===== config.mk =====
export PLATFORM = sky130hd
export DESIGN_NAME = factorizer_arbiter
export DESIGN_NICKNAME = d
export VERILOG_FILES = /design/src/rtl/factorizer_arbiter.sv
export SDC_FILE = /design/constraint.sdc
export NUM_CORES = 1
export LEC_CHECK = 0
export CORE_UTILIZATION = 36
export DETAILED_ROUTE_END_ITERATION = 10
export PLACE_DENSITY_LB_ADDON = 0.1
export SKIP_CTS_REPAIR_TIMING = 1
export SLEW_MARGIN = 25
export SYNTH_ARGS = -nofsm -noshare
export SYNTH_HDL_FRONTEND = slang
export SYNTH_SLANG_ARGS = --single-unit

===== constraint.sdc =====
create_clock -name clk_i -period 1.4 [get_ports clk_i]
set_clock_uncertainty 0.15 [all_clocks]
set_input_delay 0.14 -clock clk_i [delete_from_list [all_inputs] [get_ports clk_i]]
set_output_delay 0.14 -clock clk_i [all_outputs]
set_load 0.005 [all_outputs]

===== src/rtl/factorizer_arbiter.sv =====
// Round-robin arbiter sharing one factorizer between two requesters: latches the
// winner's number, waits a fixed settle time, captures the factor mask, pulses done.
module factorizer_arbiter #(
    parameter int unsigned SETTLE_CYCLES = 4,
    parameter int unsigned CNT_W         = 4
) (
    input  logic       clk_i,
    input  logic       rst_ni,
    input  logic [1:0] req_i,
    input  logic [7:0] num0_i,
    input  logic [7:0] num1_i,
    output logic [1:0] gnt_o,
    output logic [1:0] done_o,
    output logic [7:0] result_o,
    output logic       busy_o,
    output logic [7:0] fz_number_o,
    input  logic [7:0] fz_factors_i
);

    typedef enum logic [1:0] {StIdle, StWait, StDone} state_e;

    localparam logic [CNT_W-1:0] CntLast = CNT_W'(SETTLE_CYCLES - 1);

    state_e           state_q, state_d;
    logic [1:0]       gnt_q, gnt_d;
    logic [7:0]       result_q, result_d;
    logic [7:0]       fz_number_q, fz_number_d;
    logic [CNT_W-1:0] cnt_q, cnt_d;
    logic             last_q, last_d;
    logic             win;

    // Winner index: 1 selects port 1. On a tie the port that did not go last wins.
    always_comb begin
        win = 1'b0;
        unique case (req_i)
            2'b01:   win = 1'b0;
            2'b10:   win = 1'b1;
            2'b11:   win = ~last_q;
            default: win = 1'b0;
        endcase
    end

    always_comb begin
        state_d     = state_q;
        gnt_d       = gnt_q;
        result_d    = result_q;
        fz_number_d = fz_number_q;
        cnt_d       = cnt_q;
        last_d      = last_q;
        done_o      = 2'b00;
        unique case (state_q)
            StIdle: begin
                if (|req_i) begin
                    state_d     = StWait;
                    gnt_d       = win ? 2'b10 : 2'b01;
                    fz_number_d = win ? num1_i : num0_i;
                    cnt_d       = '0;
                end
            end
            StWait: begin
                cnt_d = cnt_q + CNT_W'(1);
                if (cnt_q == CntLast) begin
                    result_d = fz_factors_i;
                    state_d  = StDone;
                end
            end
            StDone: begin
                done_o  = gnt_q;
                last_d  = gnt_q[1];
                gnt_d   = 2'b00;
                state_d = StIdle;
            end
            default: state_d = StIdle;
        endcase
    end

    always_ff @(posedge clk_i) begin
        if (!rst_ni) begin
            state_q     <= StIdle;
            gnt_q       <= 2'b00;
            result_q    <= 8'h00;
            fz_number_q <= 8'h00;
            cnt_q       <= '0;
            last_q      <= 1'b1;
        end else begin
            state_q     <= state_d;
            gnt_q       <= gnt_d;
            result_q    <= result_d;
            fz_number_q <= fz_number_d;
            cnt_q       <= cnt_d;
            last_q      <= last_d;
        end
    end

    assign gnt_o       = gnt_q;
    assign result_o    = result_q;
    assign fz_number_o = fz_number_q;
    assign busy_o      = (state_q != StIdle);

endmodule

==> out/results.ini, run 1 <==
[die]
core_region_area_sq_um = 2590
start_util_pct = 39.5
pin_count = 49
dieWidth_um = 55.3
die_h_um = 55.3
design.die.area_sq_um = 3060
rows = 18

[clock_network]
cts_buffers = 3
clk_pin_slew_ns = 0.14
h-tree-depth = 1
cts_tree = built
clock_sinks = 25
worstSkewPairLatency_ns = 0.31
cts_buffer_depth = 2
root_buffer = clkbuf_4

[cells_and_area]
final_nets = 217
antenna_cells = 0
drive_gt1_share_pct = 37.4
post-route-util_pct = 73.6
area_growth_syn_to_layout_pct = 86.4
fin_cells = 217

[routing]
dr_total_vias = 1103
drc = 0
wl_per_cell_um = 13.7
drt_wl_total_mm = 2.98
drt_iter0_drc = 17
viasPerCell = 5.08
route.antenna.remaining_nets = 0
firstDrtPassIters = 4

[placed_design]
placedCellCount = 203
hpwl_mm = 1.96
gp_congestion = 0.718
port_buffers = 48

[pwr]
cellLeakagePower_nw = 1.02
ir_worst_vdd_mv = 0.610
power.density_nw_per_um2 = 740

[logic_synthesis]
synth_common_cells = 25 x dfxtp_1, 22 x a21oi_1, 19 x nand2_1, 11 x nand3_1, 8 x a22oi_1
yosys.area.top_type_share_pct = 49.0
ys_seq_area_share_pct = 49.0
avgSynthCellArea_sq_um = 8.52
synth_area_leaders = dfxtp_1 49%, a21oi_1 11%, nand2_1 7.0%, a22oi_1 5.9%, nand3_1 5.4%
syn_nets = 149
netlist_area_sq_um = 1020
synth.most_common_cell = dfxtp_1
ys.flop_type = dfxtp_1
synth_top_area_cell = dfxtp_1
synth_edf_count = 0
synthArstFlopShare_pct = 0
netlist_instances = 120
synth-warning-count = 0
yosysUniqueCellTypes = 24
synth_seq_cells = 25

[setup_path]
path_max_fanout = 6
start_kind = flop
critPathKind = reg2reg
critical_path_required_ns = 1.45
arrival_ns = 1.48
end_kind = flop

[hold_path]
hold_class = in2reg

[status]
status = complete, but fails checks
violations = negative setup slack

[timing]
tightest_slew_ns = 0.416
whs_ns = 0.194
setup_viol = 7
rsz0062_at_grt = true
max_freq_ghz = 0.698
hold_viol_final = 0
timing.final.crit_period_ns = 1.43
slew_viol_final = 0
fin_crit_sh_pct = 102
slew-limit-headroom_pct = 72.2
fin_ws_ns = -0.0316

[run]
cap_viol_max_count = 0

[grt]
grt_start_max_net_pins = 15
grt.overflow.total = 0
grt_use_total_pct = 18.2
grt_pass1_wl_mm = 4.53
first_global_vias = 1054
antenna_found_initial = 0

-- cell families after synthesis --
group / synth area share [%]
adder cells (fa/ha/maj): 1.22
AND/OR/NAND/NOR: 24.5
buffers and inverters: 4.65
AO/OA/AOI/OAI: 19.8
flip-flops: 49.0
XOR/XNOR: 0.857
-- critical path, stage by stage, from the launching register on --
cell and delay (ns):
dfxtp_4 0.39, ha_4 0.13, nor3b_4 0.28, buf_6 0.18
nand2b_4 0.12, a21oi_2 0.05
-- final timing paths --
check | from | slack [ns] | endpoint | cells past startpoint
worst max-delay path | cnt_q[1]$_SDFFE_PN0P_ | -0.03 | state_q[0]$_SDFFE_PN0P_ | 5
worst min-delay path | num0_i[3] | 0.19 | fz_number_o[3]$_SDFFE_PN0P_ | 3
worst max register to register | cnt_q[1]$_SDFFE_PN0P_ | -0.03 | state_q[0]$_SDFFE_PN0P_ | 5
worst min register to register | result_o[0]$_SDFFE_PN0P_ | 0.32 | result_o[0]$_SDFFE_PN0P_ | 2
-- area by class of cell --
type / count / area, sq um
clock buffer: 3 / 22.5
inverter: 4 / 15.0
clock inverter: 1 / 5.00
multi-input combinational: 85 / 588
timing repair buffer: 69 / 699
sequential: 25 / 538
fill: 214 / 684
tap: 30 / 37.5
-- sequential cells by signal, summed over array words and instances, names as in the netlist --
name	flops
last_q	1
state_q	2
cnt_q	4
result_o	8
fz_number_o	8
gnt_o	2
-- metrics by stage --
| stage | instance area (sq um) | total power, mW | setup TNS [ns] | setup WS [ns] |
|---|---|---|---|---|
| 3_3_place_gp | 1610 | 1.05 | -1.21 | -0.125 |
| 4_1_cts | 1630 | 1.37 | -3.08 | -0.439 |
| 6_report | 1910 | 1.41 | -0.141 | -0.0316 |
| 2_1_floorplan | 1030 | 0.879 | 0 | 0.00338 |
| 5_1_grt | 1910 | 1.49 | -0.753 | -0.120 |
| 3_5_place_dp | 1610 | 1.05 | -1.79 | -0.196 |
-- metal layers --
metal  vias up  routed length, um  GRT usage [%]
met1       532               1270           22.4
met3         2                 95           3.28
met2        24               1600           31.8
met4         0                 10           6.43
met5         -                  0              0
li1        545                  -              -
-- power breakdown --
group / internal (mW) / switching [mW]
combinational: 0.201 / 0.127
clock: 0.107 / 0.213
sequential: 0.742 / 0.0209
total: 1.05 / 0.361
-- cell usage in the layout (no fill, tap or decap), types with 4 or more instances in the layout --
cell type / netlist / final
a21oi_1: 22 / 17
a21oi_2: 0 / 5
a22oi_1: 8 / 8
buf_4: 2 / 17
clkdlybuf4s50_1: 0 / 27
dfxtp_2: 0 / 18
dfxtp_4: 0 / 4
dlymetal6s2s_1: 0 / 19
inv_1: 4 / 4
nand2_1: 19 / 18
nand3_1: 11 / 8
No activity file was read; power rests on OpenSTA's default activity.
==> run 2: changes to the inputs <==
GPL_TIMING_DRIVEN = 0   (was default)
==> run 2 against run 1 <==
Net effect: the flow still finishes with violations (negative setup slack); sequential share of layout area fell by 1.5 points; sequential power is essentially flat; setup slack worse by 0.058 ns; sequential cell count stayed put; combinational power up 7.0%; final cell count grew 2.3%; critical path depth down 1.
==> out/results.ini, run 2 (same netlist as run 1, synthesis figures left out) <==
[setup_path]
critPathKind = reg2out
critical_path_required_ns = 1.11
slowest_delay_ns = 0.39
path_max_fanout = 4
rrSetupSlack_ns = -0.06
end_kind = output port
crit_buf_inv = 2
r2r_cells = 6
start_kind = flop
crit_slowest_cell = dfxtp_4
crit_family = flip-flops
crit_cells = 4
path_cells = buf_6, nand2b_4, nor2_4, clkbuf_2
crit_path_end = done_o[1]
r2r-start = cnt_q[1]$_SDFFE_PN0P_
timing.rr.end = result_o[5]$_SDFFE_PN0P_
cp-startpoint = state_q[0]$_SDFFE_PN0P_
arrival_ns = 1.20

[grt]
antenna_found_initial = 0
grt_pass1_wl_mm = 4.29
grt_start_max_net_pins = 15
first_global_vias = 1031
grt_use_total_pct = 17.1
grt.overflow.total = 0

[timing]
setup_viol = 15
tightest_slew_ns = 0.639
fin_crit_sh_pct = 106
max_freq_ghz = 0.671
timing.final.crit_period_ns = 1.49
hold_viol_final = 0
slew-limit-headroom_pct = 57.4
rsz0062_at_grt = true
whs_ns = 0.186
tns_ns = -0.452
fin_ws_ns = -0.0893
slew_viol_final = 0

[hold_path]
whs_path_depth = 3
hold_class = in2reg

[cells_and_area]
final_nets = 222
final_cell_mix = 27 x clkdlybuf4s50_1, 18 x dfxtp_2, 18 x dlymetal6s2s_1, 14 x a21oi_1, 12 x nand2_1
drive_gt1_share_pct = 44.3
fin_cells = 222
post-route-util_pct = 77.8
final_common_cell = clkdlybuf4s50_1
area_growth_syn_to_layout_pct = 97.1
final_area_sq_um = 2010
n_fill_cell = 178
antenna_cells = 0

[die]
design.die.area_sq_um = 3060
die_h_um = 55.3
core_region_area_sq_um = 2590
dieWidth_um = 55.3
rows = 18
start_util_pct = 39.5
pin_count = 49

[routing]
wl_per_cell_um = 15.6
firstDrtPassIters = 4
drt_wl_total_mm = 3.45
route.antenna.remaining_nets = 0
viasPerCell = 5.13
drt_iter0_drc = 28
drc = 0
dr_total_vias = 1139

[clock_network]
cts_buffer_depth = 2
clock_sinks = 25
root_buffer = clkbuf_4
worstSkewPairLatency_ns = 0.32
clk_pin_slew_ns = 0.14
h-tree-depth = 1
cts_buffers = 3
cts_tree = built

[placed_design]
gp_congestion = 0.733
port_buffers = 48
placedCellCount = 198
hpwl_mm = 1.92
postPlaceCellArea_sq_um = 1540
post-place-ws_ns = -0.247

[run]
cap_viol_max_count = 0

[pwr]
power.density_nw_per_um2 = 717
cellLeakagePower_nw = 1.04
power_mw = 1.45
ir_worst_vdd_mv = 0.707

[status]
status = complete, but fails checks
violations = negative setup slack

[run 2: cell count changes in the layout (fill, tap and decap cells not counted), moves of 3 or more]
cell / delta
a21oi_1: -3
a21oi_2: +3
buf_4: -7
buf_6: +6
nand2_1: -6
nand2_2: +6
nand3_1: -3
nand3_2: +3
[run 2: worst min path at each step]
stage                     slack (ns)                          end                startpoint
after floorplan                 0.13  fz_number_o[0]$_SDFFE_PN0P_                 num0_i[0]
after global placement          0.29     result_o[7]$_SDFFE_PN0P_  result_o[7]$_SDFFE_PN0P_
after detailed placement        0.30     result_o[0]$_SDFFE_PN0P_  result_o[0]$_SDFFE_PN0P_
after CTS                       0.20  fz_number_o[2]$_SDFFE_PN0P_                 num0_i[2]
after global routing            0.20  fz_number_o[3]$_SDFFE_PN0P_                 num0_i[3]
final                           0.19  fz_number_o[2]$_SDFFE_PN0P_                 num0_i[2]
[run 2: power breakdown]
part / switching, mW / internal, mW / leakage [nW]
Sequential: 0.0207 / 0.742 / 0.214
Combinational: 0.146 / 0.205 / 0.803
Clock: 0.224 / 0.107 / 0.0177
Total: 0.391 / 1.05 / 1.04
[run 2: area by class of cell]
cell class                      count  area (sq um)  share of cell area, %
Buffer                              6          56.3                   2.80
Clock buffer                        3          22.5                   1.12
Clock inverter                      1          5.00                  0.248
Inverter                            4          15.0                  0.745
Multi-Input combinational cell     86           647                   32.1
Sequential cell                    25           538                   26.7
Tap cell                           30          37.5                   1.86
Timing Repair Buffer               67           693                   34.4
[run 2: routing by layer]
layer / track usage [%] / vias up / wire [um]
met1: 19.1 / 551 / 1500
met2: 33.0 / 24 / 1830
met5: 0 / - / 0
met3: 2.11 / 4 / 96
met4: 5.36 / 0 / 31
li1: - / 560 / -
[run 2: worst min-delay path, stage by stage]
cell	delay, ns
clkdlybuf4s50_1	0.39
nand2_1	0.06
a21oi_1	0.05
